[config.mk]
export PLATFORM = sky130hd
export DESIGN_NAME = conv3x3_mac
export DESIGN_NICKNAME = d
export VERILOG_FILES = /design/src/rtl/conv3x3_mac.sv
export SDC_FILE = /design/constraint.sdc
export NUM_CORES = 1
export LEC_CHECK = 0
export BUFFER_PORTS_ARGS = -buffer_cell sky130_fd_sc_hd__buf_2
export CORE_UTILIZATION = 39
export CTS_CLUSTER_SIZE = 20
export DETAILED_ROUTE_END_ITERATION = 16
export GPL_ROUTABILITY_DRIVEN = 0
export GPL_TIMING_DRIVEN = 0
export PLACE_DENSITY = 0.53
export SYNTH_ARGS = -nofsm -noshare
export SYNTH_HDL_FRONTEND = slang
export SYNTH_SLANG_ARGS = --single-unit
[constraint.sdc]
create_clock -name clk -period 21.8 [get_ports clk]
set_input_delay 2.18 -clock clk [delete_from_list [all_inputs] [get_ports clk]]
set_output_delay 2.18 -clock clk [all_outputs]
set_load 0.01 [all_outputs]
[src/rtl/conv3x3_mac.sv]
// conv3x3_mac: sequential KERNEL_SIZE x KERNEL_SIZE convolution MAC.
// It takes one pixel window per handshake, multiplies it element-wise with a
// locally stored signed kernel, accumulates one product per cycle and emits
// one signed result per window.
module conv3x3_mac #(
  parameter int unsigned BITS        = 9,
  parameter int unsigned KERNEL_SIZE = 3,
  parameter int unsigned OUT_BITS    = 2 * BITS + 4
) (
  input  logic                                  clk,
  input  logic                                  reset,
  input  logic                                  kernel_we,
  input  logic [3:0]                            kernel_addr,
  input  logic [BITS-1:0]                       kernel_data,
  input  logic                                  window_valid,
  input  logic [KERNEL_SIZE*KERNEL_SIZE*BITS-1:0] window_in,
  output logic                                  busy,
  output logic                                  out_valid,
  output logic [OUT_BITS-1:0]                   out_data,
  output logic                                  dropped
);

  localparam int unsigned NumTaps = KERNEL_SIZE * KERNEL_SIZE;
  localparam int unsigned IdxW    = (NumTaps > 1) ? $clog2(NumTaps) : 1;
  localparam logic [IdxW-1:0] LastIdx = IdxW'(NumTaps - 1);

  typedef enum logic [0:0] {StIdle, StMac} state_e;

  state_e                     state_q, state_d;
  logic [IdxW-1:0]            idx_q, idx_d;
  logic signed [OUT_BITS-1:0] acc_q, acc_d;
  logic signed [OUT_BITS-1:0] out_data_q, out_data_d;
  logic                       out_valid_q, out_valid_d;
  logic                       dropped_q, dropped_d;
  logic                       accept;
  logic                       weight_wr;

  // Programmable kernel, plus per-window snapshots of window and kernel
  logic signed [BITS-1:0] weight_q [NumTaps];
  logic signed [BITS-1:0] coef_q   [NumTaps];
  logic signed [BITS-1:0] win_q    [NumTaps];

  logic signed [2*BITS-1:0]   prod;
  logic signed [OUT_BITS-1:0] prod_ext;

  assign prod     = win_q[idx_q] * coef_q[idx_q];
  assign prod_ext = {{(OUT_BITS - 2 * BITS){prod[2*BITS-1]}}, prod};

  assign busy      = (state_q == StMac);
  assign out_valid = out_valid_q;
  assign out_data  = out_data_q;
  assign dropped   = dropped_q;

  assign weight_wr = kernel_we && (state_q == StIdle) && (32'(kernel_addr) < NumTaps);

  // Next-state logic: accept in idle, one product per cycle while accumulating
  always_comb begin
    state_d     = state_q;
    idx_d       = idx_q;
    acc_d       = acc_q;
    out_data_d  = out_data_q;
    out_valid_d = 1'b0;
    dropped_d   = dropped_q;
    accept      = 1'b0;
    unique case (state_q)
      StIdle: begin
        if (window_valid) begin
          accept  = 1'b1;
          idx_d   = '0;
          acc_d   = '0;
          state_d = StMac;
        end
      end
      StMac: begin
        if (window_valid) begin
          dropped_d = 1'b1;
        end
        acc_d = acc_q + prod_ext;
        idx_d = idx_q + 1'b1;
        if (idx_q == LastIdx) begin
          out_data_d  = acc_q + prod_ext;
          out_valid_d = 1'b1;
          idx_d       = '0;
          state_d     = StIdle;
        end
      end
      default: state_d = StIdle;
    endcase
  end

  // Control and result registers
  always_ff @(posedge clk) begin
    if (reset) begin
      state_q     <= StIdle;
      idx_q       <= '0;
      acc_q       <= '0;
      out_data_q  <= '0;
      out_valid_q <= 1'b0;
      dropped_q   <= 1'b0;
    end else begin
      state_q     <= state_d;
      idx_q       <= idx_d;
      acc_q       <= acc_d;
      out_data_q  <= out_data_d;
      out_valid_q <= out_valid_d;
      dropped_q   <= dropped_d;
    end
  end

  // Kernel storage; writes only land while idle
  always_ff @(posedge clk) begin
    if (reset) begin
      for (int k = 0; k < NumTaps; k++) begin
        weight_q[k] <= '0;
      end
    end else if (weight_wr) begin
      weight_q[kernel_addr[IdxW-1:0]] <= kernel_data;
    end
  end

  // Snapshot window and kernel on accept so a same-edge write sees the old weight
  always_ff @(posedge clk) begin
    if (accept) begin
      for (int k = 0; k < NumTaps; k++) begin
        win_q[k]  <= window_in[k*BITS +: BITS];
        coef_q[k] <= weight_q[k];
      end
    end
  end

endmodule

* Word-level counts from Yosys, hierarchy flattened *
Memories as Yosys holds them, arrays and structs flattened. A register that Yosys moved wholly into a read port is not among the register bits.
Cells that the tools add are included.

storage, ports and cells
  memories = 3
  memory bits (writable) = 243
  output and inout bits = 25
  logic and storage cells = 46
  flip-flop bits (word level) = 51
  input bits = 98

memory list
  name      depth  width  rd ports  clocked after Yosys merged registers in  wr ports  RTL line  source
  coef_q    9      9      1         1                                        9         40        logic signed [BITS-1:0] coef_q [NumTaps];
  weight_q  9      9      9         0                                        9         39        logic signed [BITS-1:0] weight_q [NumTaps];
  win_q     9      9      1         1                                        9         41        logic signed [BITS-1:0] win_q [NumTaps];

operators by class
  reductions and logical operators = 6
  bitwise logic cells = 1
  add/subtract/negate cells = 2
  equal/unequal tests = 2
  multipliers = 1
  mux-type cells = 24
  $lt $le $gt $ge = 1

operators by type and width
  operator               count
  $pmux W22 S2           1
  $mux W4                7
  $add A22 B18 Y22       1
  $mux W22               1
  $mul A9 B9 Y18         1
  $mux W1                12
  $mux W9                1
  $reduce_or A9 Y1       1
  $pmux W4 S2            1
  $add A4 B1 Y4 const B  1
  $eq A4 B4 Y1 const B   1
  $lt A4 B4 Y1 const B   1
  $reduce_and A2 Y1      2
  $logic_and A1 B1 Y1    2
  $ne A2 B2 Y1 const B   1
  $pmux W1 S2            1
  $reduce_or A2 Y1       1
  $not A1 Y1             1

* Logic depth before layout (Yosys ltp) *
  depth after elaboration = 8
  depth in mapped cells = 24

* Worst setup path after synthesis *
OpenSTA, ideal clock, no wires.

  path kind = input port to flip-flop
  from = input port window_valid
  to = memory coef_q[0][0] (enable)
  library setup time = 0.704 ns
  arrival time = 9.901 ns
  slack = 11.195 ns
  data required time = 21.096 ns
  stages on the path = 3
  path buffers = 2
  cells stage by stage = clkbuf_1 > buf_1 > nor2b_1

RTL lines
  element             RTL line  source
  start: declaration  15        input logic window_valid,
  end: declaration    40

==> results.sh <==
export IMPL_status="finished, final reports clean"
export IMPL_drt_met1_wl_um=16400
export IMPL_totalWireLength_um=37400
export IMPL_cp_start_kind="flop"
export IMPL_power_internal_w=0.00156
export IMPL_drc_errors=0
export IMPL_peakVddDrop_mv=0.154
export IMPL_ios=123
export IMPL_p_leak_nw=7.40
export IMPL_post_route_period_util_pct=34.1
export IMPL_p_sw_w=0.00121
export IMPL_switching_share_pct=43.7
export IMPL_finalMaxSlewViolations=0
export IMPL_seqPwrFrac_pct=24.0
export IMPL_finalHoldViolations=0
export IMPL_rows=73
export IMPL_clk_latency_ns=0.55
export IMPL_drive_gt1_share_pct=17.3
export IMPL_clkPwrFrac_pct=20.8
export IMPL_avgSynthCellArea_um2=12.9
export IMPL_area_delta_synth_final_pct=16.4
export IMPL_synth_warnings=0
export IMPL_met2_length_um=18400
export IMPL_cp_end_kind="flop"
export IMPL_synth_main_ff_cell="edfxtp_1"
export IMPL_first_pass_iters=5
export IMPL_fin_skew_ns=0.0231
export IMPL_filler_cell_count=3660
export IMPL_reg2reg_depth=21
export IMPL_critPathKind="flop to flop"
export IMPL_postCtsResizedCells=0
export IMPL_relSlewSlack_pct=15.9
export IMPL_period_minus_slack_ns=7.43
export IMPL_die_y_um=203
export IMPL_die_area_mm2=0.0411
export IMPL_synthCells=1221
export IMPL_nets=1642
export IMPL_core_area_mm2=0.0397
export IMPL_drtIter0Drc=560
export IMPL_rsz0062_at_grt="false"
export IMPL_async_reset_ff_share_pct=0
export IMPL_cts_tree="built"
export IMPL_syn_area_mm2=0.0157
export IMPL_max_cap_violations=0
export IMPL_synth_edf_count=243
export IMPL_fin_tns_setup_ns=0
export IMPL_num_vias=9720
export IMPL_synth_net_count=1472
export IMPL_clock_path_buffers=3
export IMPL_seqCellArea_mm2=0.00840
export IMPL_cts_sinks=298
export IMPL_synth_cell_types=59
export IMPL_postRouteAntennaNets=0
export IMPL_utilization_pct=46.0
export IMPL_wl_met3_um=1790
export IMPL_cp_max_fo=10
export IMPL_grt_overflow=0
export IMPL_cts_clk_slew_worst_paths_ns=0.06
export IMPL_layout_commonest_cell="edfxtp_1"
export IMPL_routedWlPerCell_um=19.2
export IMPL_dp_worst_setup_slack_ns=14.37
export IMPL_ys_seq_area_share_pct=53.5
export IMPL_hold_ws_ns=0.416
export IMPL_io_buffers=121
export IMPL_layout_common_cells="243 x edfxtp_1, 153 x inv_1, 126 x buf_2"
export IMPL_ctsHtreeMaxLevel=2
export IMPL_grt_pass1_vias=9979
export IMPL_die_x_um=203
export IMPL_worst_endpoint_required_ns=22.23
export IMPL_antenna_found_initial=5
export IMPL_min_path_cells=0
export IMPL_root_buffer="clkbuf_16"
export IMPL_finalSetupViolCount=0
export IMPL_grtUsageTotal_pct=18.8
export IMPL_multi_input_area_mm2=0.00654
export IMPL_via_per_inst=5.00
export IMPL_arrival_ns=7.86
export IMPL_p_per_area_mw_per_mm2=152
export IMPL_setup_slack_ns=14.37
export IMPL_cts_setup_buffers=0
export IMPL_grt_pass1_wl_um=57700
export IMPL_grt_start_max_net_pins=33
export IMPL_topRoutingLayerUsed="met5"
export IMPL_numCtsBuffers=36
export IMPL_clock_fmax_mhz=135
export IMPL_dp_hpwl_um=28000
export IMPL_ys_seq_elements=298
export IMPL_hold_class="flop to flop"
export IMPL_combinationalPowerShare_pct=55.2
export IMPL_tightest_slew_ns=1.25
export IMPL_start_util_pct=39.5
export IMPL_hold_buffers=0
## through the flow
step           power [W]  area, um2  std cells
3_5_place_dp     0.00221      17100       1878
5_1_grt          0.00301      18300       1943
3_3_place_gp     0.00221      17000       1867
4_1_cts          0.00280      18300       1943
6_report         0.00277      18300       1945
2_1_floorplan    0.00183      15700       1221
## state kept, by name (all words and copies together) (netlist names), named ones only
register / cells
out_data: 22
coef_q: 81
acc_q: 22
weight_q: 81
busy: 1
idx_q: 4
dropped: 1
win_q: 81
out_valid: 1
## per-layer routing
layer / GRT usage (%) / vias to the layer above
met1: 25.0 / 4864
li1: - / 4583
met4: 5.53 / 6
met2: 31.4 / 212
met3: 3.42 / 55
met5: 0 / -
## Yosys cell counts, drive strengths merged, types with 6 or more instances
library cell | count | area, um2
a21o | 9 | 67.6
a21oi | 40 | 211
and2 | 91 | 569
and3 | 6 | 37.5
buf | 16 | 96.3
clkbuf | 30 | 114
dfxtp | 55 | 1100
edfxtp | 243 | 7300
fa | 94 | 1880
ha | 59 | 738
inv | 153 | 574
mux2i | 20 | 200
mux4 | 36 | 811
nand2 | 99 | 372
nand2b | 9 | 56.3
nand3 | 27 | 135
nand3b | 10 | 75.1
nor2 | 59 | 221
nor2b | 17 | 106
nor3 | 18 | 90.1
nor3b | 12 | 90.1
o21ai | 33 | 165
o311ai | 6 | 52.6
o31ai | 9 | 67.6
xnor2 | 9 | 78.8
## cell families (layout without fill, tap and decap cells)
kind of cell,Yosys count,after routing,synth area share [%]
AO/OA/AOI/OAI,130,130,5.38
XOR/XNOR,11,11,0.613
adder cells (fa/ha/maj),153,153,16.7
buffers and inverters,199,396,4.99
flip-flops,298,298,53.5
multiplexers,56,56,6.43
other,0,2,0
AND/OR/NAND/NOR,374,374,12.4
## worst max-delay path: stages, from the launching register on
cell and delay [ns]:
dfxtp_1 0.30, clkbuf_2 0.30, buf_2 0.38, mux4_2 0.27, mux2i_1 0.11, o21ai_0 0.74, nand2_1 0.31, fa_1 0.82
fa_1 0.50, fa_1 0.51, inv_1 0.05, fa_1 0.47, inv_1 0.05, fa_1 0.48, inv_1 0.04, ha_1 0.28
clkbuf_1 0.39, nand4_1 0.18, nor2_1 0.25, o2111ai_1 0.27, and2_1 0.27, o311ai_0 0.34
## power by group through the flow
stage	sequential [W]	combinational (W)	clock, W
after floorplan	0.000676	0.00115	0
after global placement	0.000685	0.00152	0
after detailed placement	0.000678	0.00154	0
after CTS	0.000666	0.00154	0.000593
after global routing	0.000668	0.00173	0.000617
final	0.000665	0.00153	0.000576
## worst paths after layout
| check | start | to | slack, ns |
|---|---|---|---|
| worst min-delay path | weight_q[7][2] | coef_q[7][2] | 0.42 |
| worst min register to register | weight_q[7][2] | coef_q[7][2] | 0.42 |
| worst max register to register | flop | acc_q[19] | 14.37 |
| worst max-delay path | flop | acc_q[19] | 14.37 |
## final cells by class
type / instances / area share [%]
Clock inverter: 14 / 0.773
Tap cell: 525 / 3.59
Timing Repair Buffer: 132 / 4.19
Clock buffer: 51 / 5.46
Buffer: 46 / 1.15
Inverter: 153 / 3.14
Multi-Input combinational cell: 724 / 35.8
Sequential cell: 298 / 45.9
Antenna cell: 2 / 0.0274
No activity file was read; power rests on OpenSTA's default activity.
